[src/rtl/edge_pkg.sv]
// Shared types for the multi-channel debounced edge detector.
// Holds the per-channel debounce FSM states and the tick qualification modes.
package edge_pkg;

  typedef enum logic [1:0] {
    ZERO     = 2'b00,
    CHK_ONE  = 2'b01,
    ONE      = 2'b10,
    CHK_ZERO = 2'b11
  } db_state_t;

  typedef enum logic [1:0] {
    EM_OFF  = 2'b00,
    EM_RISE = 2'b01,
    EM_FALL = 2'b10,
    EM_BOTH = 2'b11
  } edge_mode_t;

  // A tick is an accepted edge of a direction the channel's mode cares about.
  function automatic logic qualify_tick(input logic r, input logic f, input edge_mode_t m);
    return (r & ((m == EM_RISE) || (m == EM_BOTH))) |
           (f & ((m == EM_FALL) || (m == EM_BOTH)));
  endfunction

endpackage

[src/rtl/edge_det_chan.sv]
// One channel: synchroniser, debounce FSM with run counter, Mealy edge pulses,
// mode-qualified tick and a sticky pending flag with level-sensitive clear.
module edge_det_chan
  import edge_pkg::*;
#(
  parameter int SYNC_STAGES = 2,
  parameter int DB_CYCLES   = 4
) (
  input  logic       clk,
  input  logic       rst,
  input  logic       level,
  input  edge_mode_t mode,
  input  logic       clr,
  output logic       filt,
  output logic       rise,
  output logic       fall,
  output logic       tick,
  output logic       pending
);

  localparam int CW = $clog2(DB_CYCLES + 1);
  localparam logic [CW-1:0] CNT_LAST = CW'(DB_CYCLES - 1);
  localparam logic [CW-1:0] CNT_ONE  = CW'(1);
  localparam logic          DB_SINGLE = (DB_CYCLES == 1);

  logic [SYNC_STAGES-1:0] r_sync;
  db_state_t              r_state;
  db_state_t              w_state_next;
  logic [CW-1:0]          r_cnt;
  logic [CW-1:0]          w_cnt_next;
  logic                   r_pending;
  logic                   w_s;
  logic                   w_rise;
  logic                   w_fall;
  logic                   w_tick;

  always_ff @(posedge clk) begin
    if (rst) begin
      r_sync <= '0;
    end else begin
      r_sync[0] <= level;
      for (int i = 1; i < SYNC_STAGES; i++) begin
        r_sync[i] <= r_sync[i-1];
      end
    end
  end

  assign w_s = r_sync[SYNC_STAGES-1];

  always_ff @(posedge clk) begin
    if (rst) begin
      r_state <= ZERO;
      r_cnt   <= '0;
    end else begin
      r_state <= w_state_next;
      r_cnt   <= w_cnt_next;
    end
  end

  // The CHK_* states count consecutive samples at the candidate level;
  // any sample back at the current level abandons the candidate.
  always_comb begin
    w_state_next = r_state;
    w_cnt_next   = r_cnt;
    case (r_state)
      ZERO: begin
        if (w_s) begin
          if (DB_SINGLE) begin
            w_state_next = ONE;
            w_cnt_next   = '0;
          end else begin
            w_state_next = CHK_ONE;
            w_cnt_next   = CNT_ONE;
          end
        end
      end
      CHK_ONE: begin
        if (!w_s) begin
          w_state_next = ZERO;
          w_cnt_next   = '0;
        end else if (r_cnt == CNT_LAST) begin
          w_state_next = ONE;
          w_cnt_next   = '0;
        end else begin
          w_cnt_next = r_cnt + CNT_ONE;
        end
      end
      ONE: begin
        if (!w_s) begin
          if (DB_SINGLE) begin
            w_state_next = ZERO;
            w_cnt_next   = '0;
          end else begin
            w_state_next = CHK_ZERO;
            w_cnt_next   = CNT_ONE;
          end
        end
      end
      CHK_ZERO: begin
        if (w_s) begin
          w_state_next = ONE;
          w_cnt_next   = '0;
        end else if (r_cnt == CNT_LAST) begin
          w_state_next = ZERO;
          w_cnt_next   = '0;
        end else begin
          w_cnt_next = r_cnt + CNT_ONE;
        end
      end
      default: begin
        w_state_next = ZERO;
        w_cnt_next   = '0;
      end
    endcase
  end

  // Edge pulses come only from registered state and registered s.
  always_comb begin
    w_rise = 1'b0;
    w_fall = 1'b0;
    case (r_state)
      ZERO:     w_rise = w_s & DB_SINGLE;
      CHK_ONE:  w_rise = w_s & (r_cnt == CNT_LAST);
      ONE:      w_fall = ~w_s & DB_SINGLE;
      CHK_ZERO: w_fall = ~w_s & (r_cnt == CNT_LAST);
      default: begin
        w_rise = 1'b0;
        w_fall = 1'b0;
      end
    endcase
  end

  assign w_tick = qualify_tick(w_rise, w_fall, mode);

  // Set has priority over clear so an event arriving with clr is not lost.
  always_ff @(posedge clk) begin
    if (rst) begin
      r_pending <= 1'b0;
    end else begin
      r_pending <= (r_pending & ~clr) | w_tick;
    end
  end

  assign rise    = w_rise & ~rst;
  assign fall    = w_fall & ~rst;
  assign tick    = w_tick & ~rst;
  assign filt    = ~rst & ((r_state == ONE) || (r_state == CHK_ZERO));
  assign pending = r_pending & ~rst;

endmodule

[src/rtl/edge_det_multi.sv]
// N_CH independent debounced edge detectors; this level only slices the
// per-channel mode field and replicates the channel.
module edge_det_multi
  import edge_pkg::*;
#(
  parameter int N_CH        = 4,
  parameter int SYNC_STAGES = 2,
  parameter int DB_CYCLES   = 4
) (
  input  logic              clk,
  input  logic              rst,
  input  logic [N_CH-1:0]   level,
  input  logic [2*N_CH-1:0] mode,
  input  logic [N_CH-1:0]   clr,
  output logic [N_CH-1:0]   filt,
  output logic [N_CH-1:0]   rise,
  output logic [N_CH-1:0]   fall,
  output logic [N_CH-1:0]   tick,
  output logic [N_CH-1:0]   pending
);

  edge_mode_t w_mode [N_CH];

  for (genvar gi = 0; gi < N_CH; gi++) begin : g_chan
    assign w_mode[gi] = edge_mode_t'(mode[2*gi +: 2]);

    edge_det_chan #(
      .SYNC_STAGES (SYNC_STAGES),
      .DB_CYCLES   (DB_CYCLES)
    ) u_chan (
      .clk     (clk),
      .rst     (rst),
      .level   (level[gi]),
      .mode    (w_mode[gi]),
      .clr     (clr[gi]),
      .filt    (filt[gi]),
      .rise    (rise[gi]),
      .fall    (fall[gi]),
      .tick    (tick[gi]),
      .pending (pending[gi])
    );
  end

endmodule

[config.mk]
export PLATFORM = sky130hd
export DESIGN_NAME = edge_det_multi
export DESIGN_NICKNAME = d
export VERILOG_FILES = /design/src/rtl/edge_pkg.sv /design/src/rtl/edge_det_chan.sv /design/src/rtl/edge_det_multi.sv
export SDC_FILE = /design/constraint.sdc
export NUM_CORES = 1
export LEC_CHECK = 0
export CORE_UTILIZATION = 35
export DETAILED_ROUTE_END_ITERATION = 6
export MAX_ROUTING_LAYER = met4
export PLACE_DENSITY = 0.65
export RECOVER_POWER = 25
export SYNTH_ARGS = -nofsm -noshare
export SYNTH_HDL_FRONTEND = slang
export SYNTH_SLANG_ARGS = --single-unit
[constraint.sdc]
create_clock -name clk -period 1.8 [get_ports clk]
set_clock_uncertainty 0.15 [all_clocks]
set_input_delay 0.18 -clock clk [delete_from_list [all_inputs] [get_ports clk]]
set_output_delay 0.18 -clock clk [all_outputs]
set_load 0.01 [all_outputs]
-- Word level (Yosys, flattened, before mapping)
Cells that the tools add are included.
- add/sub/neg operators: 4
- multiply operators: 0
- divide/modulo/power cells: 0
- order comparisons: 0
- equality and inequality tests: 44
- shift operators: 0
- muxes and demuxes: 60
- bitwise logic cells: 57
- reductions and logical operators: 24
- operator list (kind ; number):
    $mux W3 ; 20
    $mux W2 ; 24
    $pmux W3 S4 ; 4
    $and A1 B1 Y1 ; 40
    $eq A2 B2 Y1 const B ; 16
    $pmux W2 S4 ; 4
    $eq A2 B1 Y1 const B ; 8
    $reduce_and A4 Y1 ; 4
    $add A3 B1 Y3 const B ; 4
    $eq A3 B2 Y1 const B ; 4
    $logic_or A1 B1 Y1 ; 12
    $ne A3 B1 Y1 const B ; 4
    $ne A3 B3 Y1 const B ; 4
    $not A1 Y1 ; 9
    $logic_not A2 Y1 ; 4
    $mux W1 ; 8
    $ne A2 B1 Y1 const B ; 4
    $ne A2 B2 Y1 const B ; 4
    $or A1 B1 Y1 ; 8
    $reduce_and A2 Y1 ; 4
- bits in registers: 32
- bits in latches: 0
- bits in writable memories: 0
- bits in read-only memories: 0
- input port bits: 18
- output and inout bits: 20
- logic and storage cells: 205
- memories: 0

-- Logic depth before layout (Yosys ltp)
- word-level depth: 6
- mapped depth: 4
- gate-level depth less buffers: 4

-- By module
From an unflattened synthesis, not the netlist that was laid out.
- cell total of the unflattened synthesis: 148
- area, all modules: 1496.4 um2
- modules (own cells, without submodules) (module ; times used ; cells each ; area each (um2) ; seq. area each (um2)):
    edge_det_chan ; 4 ; 37 ; 374.1 ; 160.2

-- Worst setup path after synthesis
Ideal clock, no wire load.
- kind: register to output
- from: register g_chan[0].u_chan.r_cnt[0]
- to: output port fall[0]
- arrival: 1.059 ns
- required time: 1.470 ns
- setup slack: 0.411 ns
- cell stages (with the launch flop): 5
- path buffers: 1
- cell sequence: dfxtp_1 > ha_1 > nand3b_1 > nor4b_1 > buf_4
- cells in the longest elaborated chain, start to end: 4
- RTL lines (item ; RTL line ; RTL):
    start, declared ; edge_det_chan.sv:29 ; logic [CW-1:0] r_cnt;
    start signal, assigned ; edge_det_chan.sv:56 ; r_cnt <= w_cnt_next;
    $eq A3 B2 Y1 ; edge_det_chan.sv:125 ; CHK_ZERO: w_fall = ~w_s & (r_cnt == CNT_LAST);
    $and A1 B1 Y1 ; edge_det_chan.sv:125 ;
    $mux W1 ; edge_det_chan.sv:121 ; case (r_state)
    $and A1 B1 Y1 ; edge_det_chan.sv:145 ; assign fall = w_fall & ~rst;
    end, declared ; edge_det_multi.sv:17 ; output logic [N_CH-1:0] fall,
No other way between the ends.

-- Worst setup path after layout
- from: register g_chan[0].u_chan.r_cnt[1]
- to: output port rise[0]
- cells in the longest elaborated chain, start to end: 4
- RTL lines (item ; RTL line ; RTL):
    $eq A3 B2 Y1 ; edge_det_chan.sv:123 ; CHK_ONE: w_rise = w_s & (r_cnt == CNT_LAST);
    $and A1 B1 Y1 ; edge_det_chan.sv:123 ;
    $mux W1 ; edge_det_chan.sv:121 ;
    $and A1 B1 Y1 ; edge_det_chan.sv:144 ; assign rise = w_rise & ~rst;
    end, declared ; edge_det_multi.sv:16 ; output logic [N_CH-1:0] rise,
No other way between the ends.

==> impl_metrics.csv <==
group,metric,value,unit
status,status,"finished, violations left",
status,violations,"DRC, setup timing",
global_route,grt_max_degree,23,
detailed_routing,post_drt_wl_per_cell,11.56,um
final_layout,nets,239,
logic_synthesis,synth.distinct_cells,28,
logic_synthesis,yosysTopAreaCell,"dfxtp_1",
final_layout,fin_cells,270,
critical_path,path_delay_family,"simple AND/OR/NAND/NOR gates",
die,die_h,70.57,um
critical_path,crit_required,1.47,ns
global_route,grt_pass1_wl,4.919,mm
detailed_routing,firstDrtPassIters,6,
timing,hold_viol,0,
die,rows,24,
final_layout,multi_input_area,914.6,um^2
timing,drv_slew,0,
logic_synthesis,yosys_warnings,0,
placed_design,routabilityCongestion,0.7052,
detailed_routing,drtAntennaViolNets,0,
cts,clkTransAtPathRegs,0.06,ns
final_layout,final_common_cell,"buf_4",
placed_design,placed_area,0.002059,mm^2
die,die_area,0.004979,mm^2
detailed_routing,drt_iter0_markers,77,
timing,rsz0062_at_grt,"yes",
critical_path,cpMaxStageDelayCell,"dfxtp_2",
timing,fin_crit_sh,102.2,%
cts,h-tree-depth,2,
critical_path,critPathMaxStageDelay,0.35,ns
critical_path,critPathBufInv,2,
logic_synthesis,ys_top_cells_by_area,"dfxtp_1 (39%), buf_4 (9.1%), nor2b_1 (6.1%)",
final_layout,nFillCells,423,
final_layout,antenna_cells,0,
logic_synthesis,ys_seq_area_share,38.94,%
pwr,power_density,623.7,mW/mm^2
critical_path,crit_path_max_fanout,4,
cts,cts-root-buf,"clkbuf_8",
logic_synthesis,syn_area,0.001645,mm^2
logic_synthesis,syn-instance-count,170,
detailed_routing,remaining_drc_errors,2,
die,core,0.004444,mm^2
pwr,p_total,1419,uW
die,start_util,37.02,%
critical_path,cp.arrival,1.51,ns
logic_synthesis,synth_ff_type,"dfxtp_1",
timing,fmax,0.5438,GHz
detailed_routing,wl_met3,102,um
timing,fin_ws,-0.03899,ns
critical_path,cp-start-kind,"flop",
logic_synthesis,synth_fp_nets,192,
pwr,ir_worst_vdd,0.5203,mV
final_layout,ff_latch_area,651.9,um^2
global_route,antenna_found_initial,0,
final_layout,final_area,0.002275,mm^2
die,io_pins,38,
worst_hold_path,hold_path_class,"in2reg",
detailed_routing,dr_total_vias,1263,
logic_synthesis,synthArstFlopShare,0,%
die,die_w,70.57,um
detailed_routing,vias_per_cell,4.678,
detailed_routing,wl_met1,1.514,mm
critical_path,endpoint_kind,"output port",
final_layout,layout-drive-gt1-share,38.07,%
logic_synthesis,synth-edff-count,0,
timing,timing.slew.headroom,77.61,%
placed_design,place_inst,254,
detailed_routing,met2WireLength,1.459,mm
global_route,grt_pass1_vias,1126,
cts,clock_sinks,32,
global_route,grt_use_total,12.85,%
placed_design,portBuffers,37,
final_layout,area.growth.synth_to_final,38.25,%
logic_synthesis,ys_seq_elements,32,
run,max_cap_violations,0,
pwr,p_leak,0.0009687,uW
critical_path,worstPathCellList,"ha_4 > nand3b_1 > buf_4 > nor4b_2 > buf_2",
timing,fin_crit,1.839,ns
detailed_routing,wl,3.120,mm
logic_synthesis,syn_avg_cell_area,9.678,um^2
placed_design,hpwl,2.064,mm
logic_synthesis,synth_top_area_share,38.94,%
detailed_routing,topRoutingLayerUsed,"met4",
critical_path,criticalPathCategory,"reg2out",
cts,cts_tree,"done",
final_layout,final_cell_mix,"buf_4 (31), dfxtp_1 (23), clkdlybuf4s50_1 (22)",
global_route,grt-ovfl-total,0,
timing,finalSetupViolCount,2,
cts,clockBufferDepth,2,
cts,cts_buffers,5,
cts,insertion_delay,0.27,ns
timing,worst_pin_slew,0.3348,ns
## routing by layer
metal	vias up	GRT usage, %
met2	19	19.96
li1	656	-
met1	584	16.07
met4	0	5.333
met3	4	3.134
met5	-	-
## power breakdown
part / internal (uW) / switching, uW / leakage (uW) / total (uW)
Combinational: 75.0 / 51.5 / 0.000659 / 126
Clock: 311 / 245 / 0.0000455 / 556
Sequential: 725 / 11.2 / 0.000265 / 736
## metrics by stage
step	utilization, %	TNS (ns)	hold WS, ns	worst slack, ns
2_1_floorplan	-	0	0.1582	0.4108
3_3_place_gp	46.34	-1.663	0.2687	-0.2034
3_5_place_dp	46.34	-1.480	0.2797	-0.1870
4_1_cts	50.34	-0.3335	0.2942	-0.07491
5_1_grt	51.18	-0.5592	0.2039	-0.1162
6_report	51.18	-0.05114	0.1844	-0.03899
## cell type report
type	instances	share of cell area (%)
multi-input cells	106	40.21
flip-flops and latches	32	28.66
repair buffers	67	23.49
clock buffers	8	3.960
well taps	52	2.860
inverters	5	0.8251
## cell families (layout without fill, tap and decap cells)
kind of cell    count (synthesis)  after routing  synth area share (%)
buf+inv                        32             80                 12.17
fa+ha+maj                       4              4                 3.042
xor+xnor                        5              5                 4.031
simple gates                   73             73                 29.43
flops                          32             32                 38.94
compound gates                 16             16                 6.996
mux                             8              8                 5.399
## cells in the mapped netlist (all sizes together) (3+ instances only)
| library cell | number |
|---|---|
| nand2 | 5 |
| xor2 | 4 |
| nor4b | 8 |
| ha | 4 |
| a21oi | 4 |
| mux2 | 4 |
| mux2i | 4 |
| inv | 5 |
| or3b | 3 |
| nor3b | 4 |
| nand4 | 3 |
| nor2b | 16 |
| a211oi | 7 |
| nor2 | 11 |
| nand2b | 9 |
| buf | 26 |
| nand3b | 13 |
| a21o | 4 |
| dfxtp | 32 |
## what timing repair did
action	CTS	global route
endpoints found under the hold margin	0	0
buffers inserted	7	1
hold buffers	0	0
pin swaps	6	10
setup endpoints to repair	13	17
resized for setup	48	31
## worst reg2reg max path: stages (launching register included)
cell and delay (ns):
dfxtp_1 0.41, buf_4 0.16, xor2_2 0.25, mux2_1 0.36, nor3b_2 0.14
## final timing paths
check / depth (start not counted) / slack [ns] / from / to
worst min-delay path: 2 / 0.18 / rst / g_chan[0].u_chan.r_cnt[0]
worst max register to register: 4 / 0.26 / g_chan[3].u_chan.r_sync[1] / g_chan[3].u_chan.r_cnt[2]
worst min register to register: 1 / 0.28 / g_chan[2].u_chan.r_sync[0] / g_chan[2].u_chan.r_sync[1]
worst max-delay path: 5 / -0.04 / g_chan[0].u_chan.r_cnt[1] / rise[0]
(Power assumes the default switching activity.)
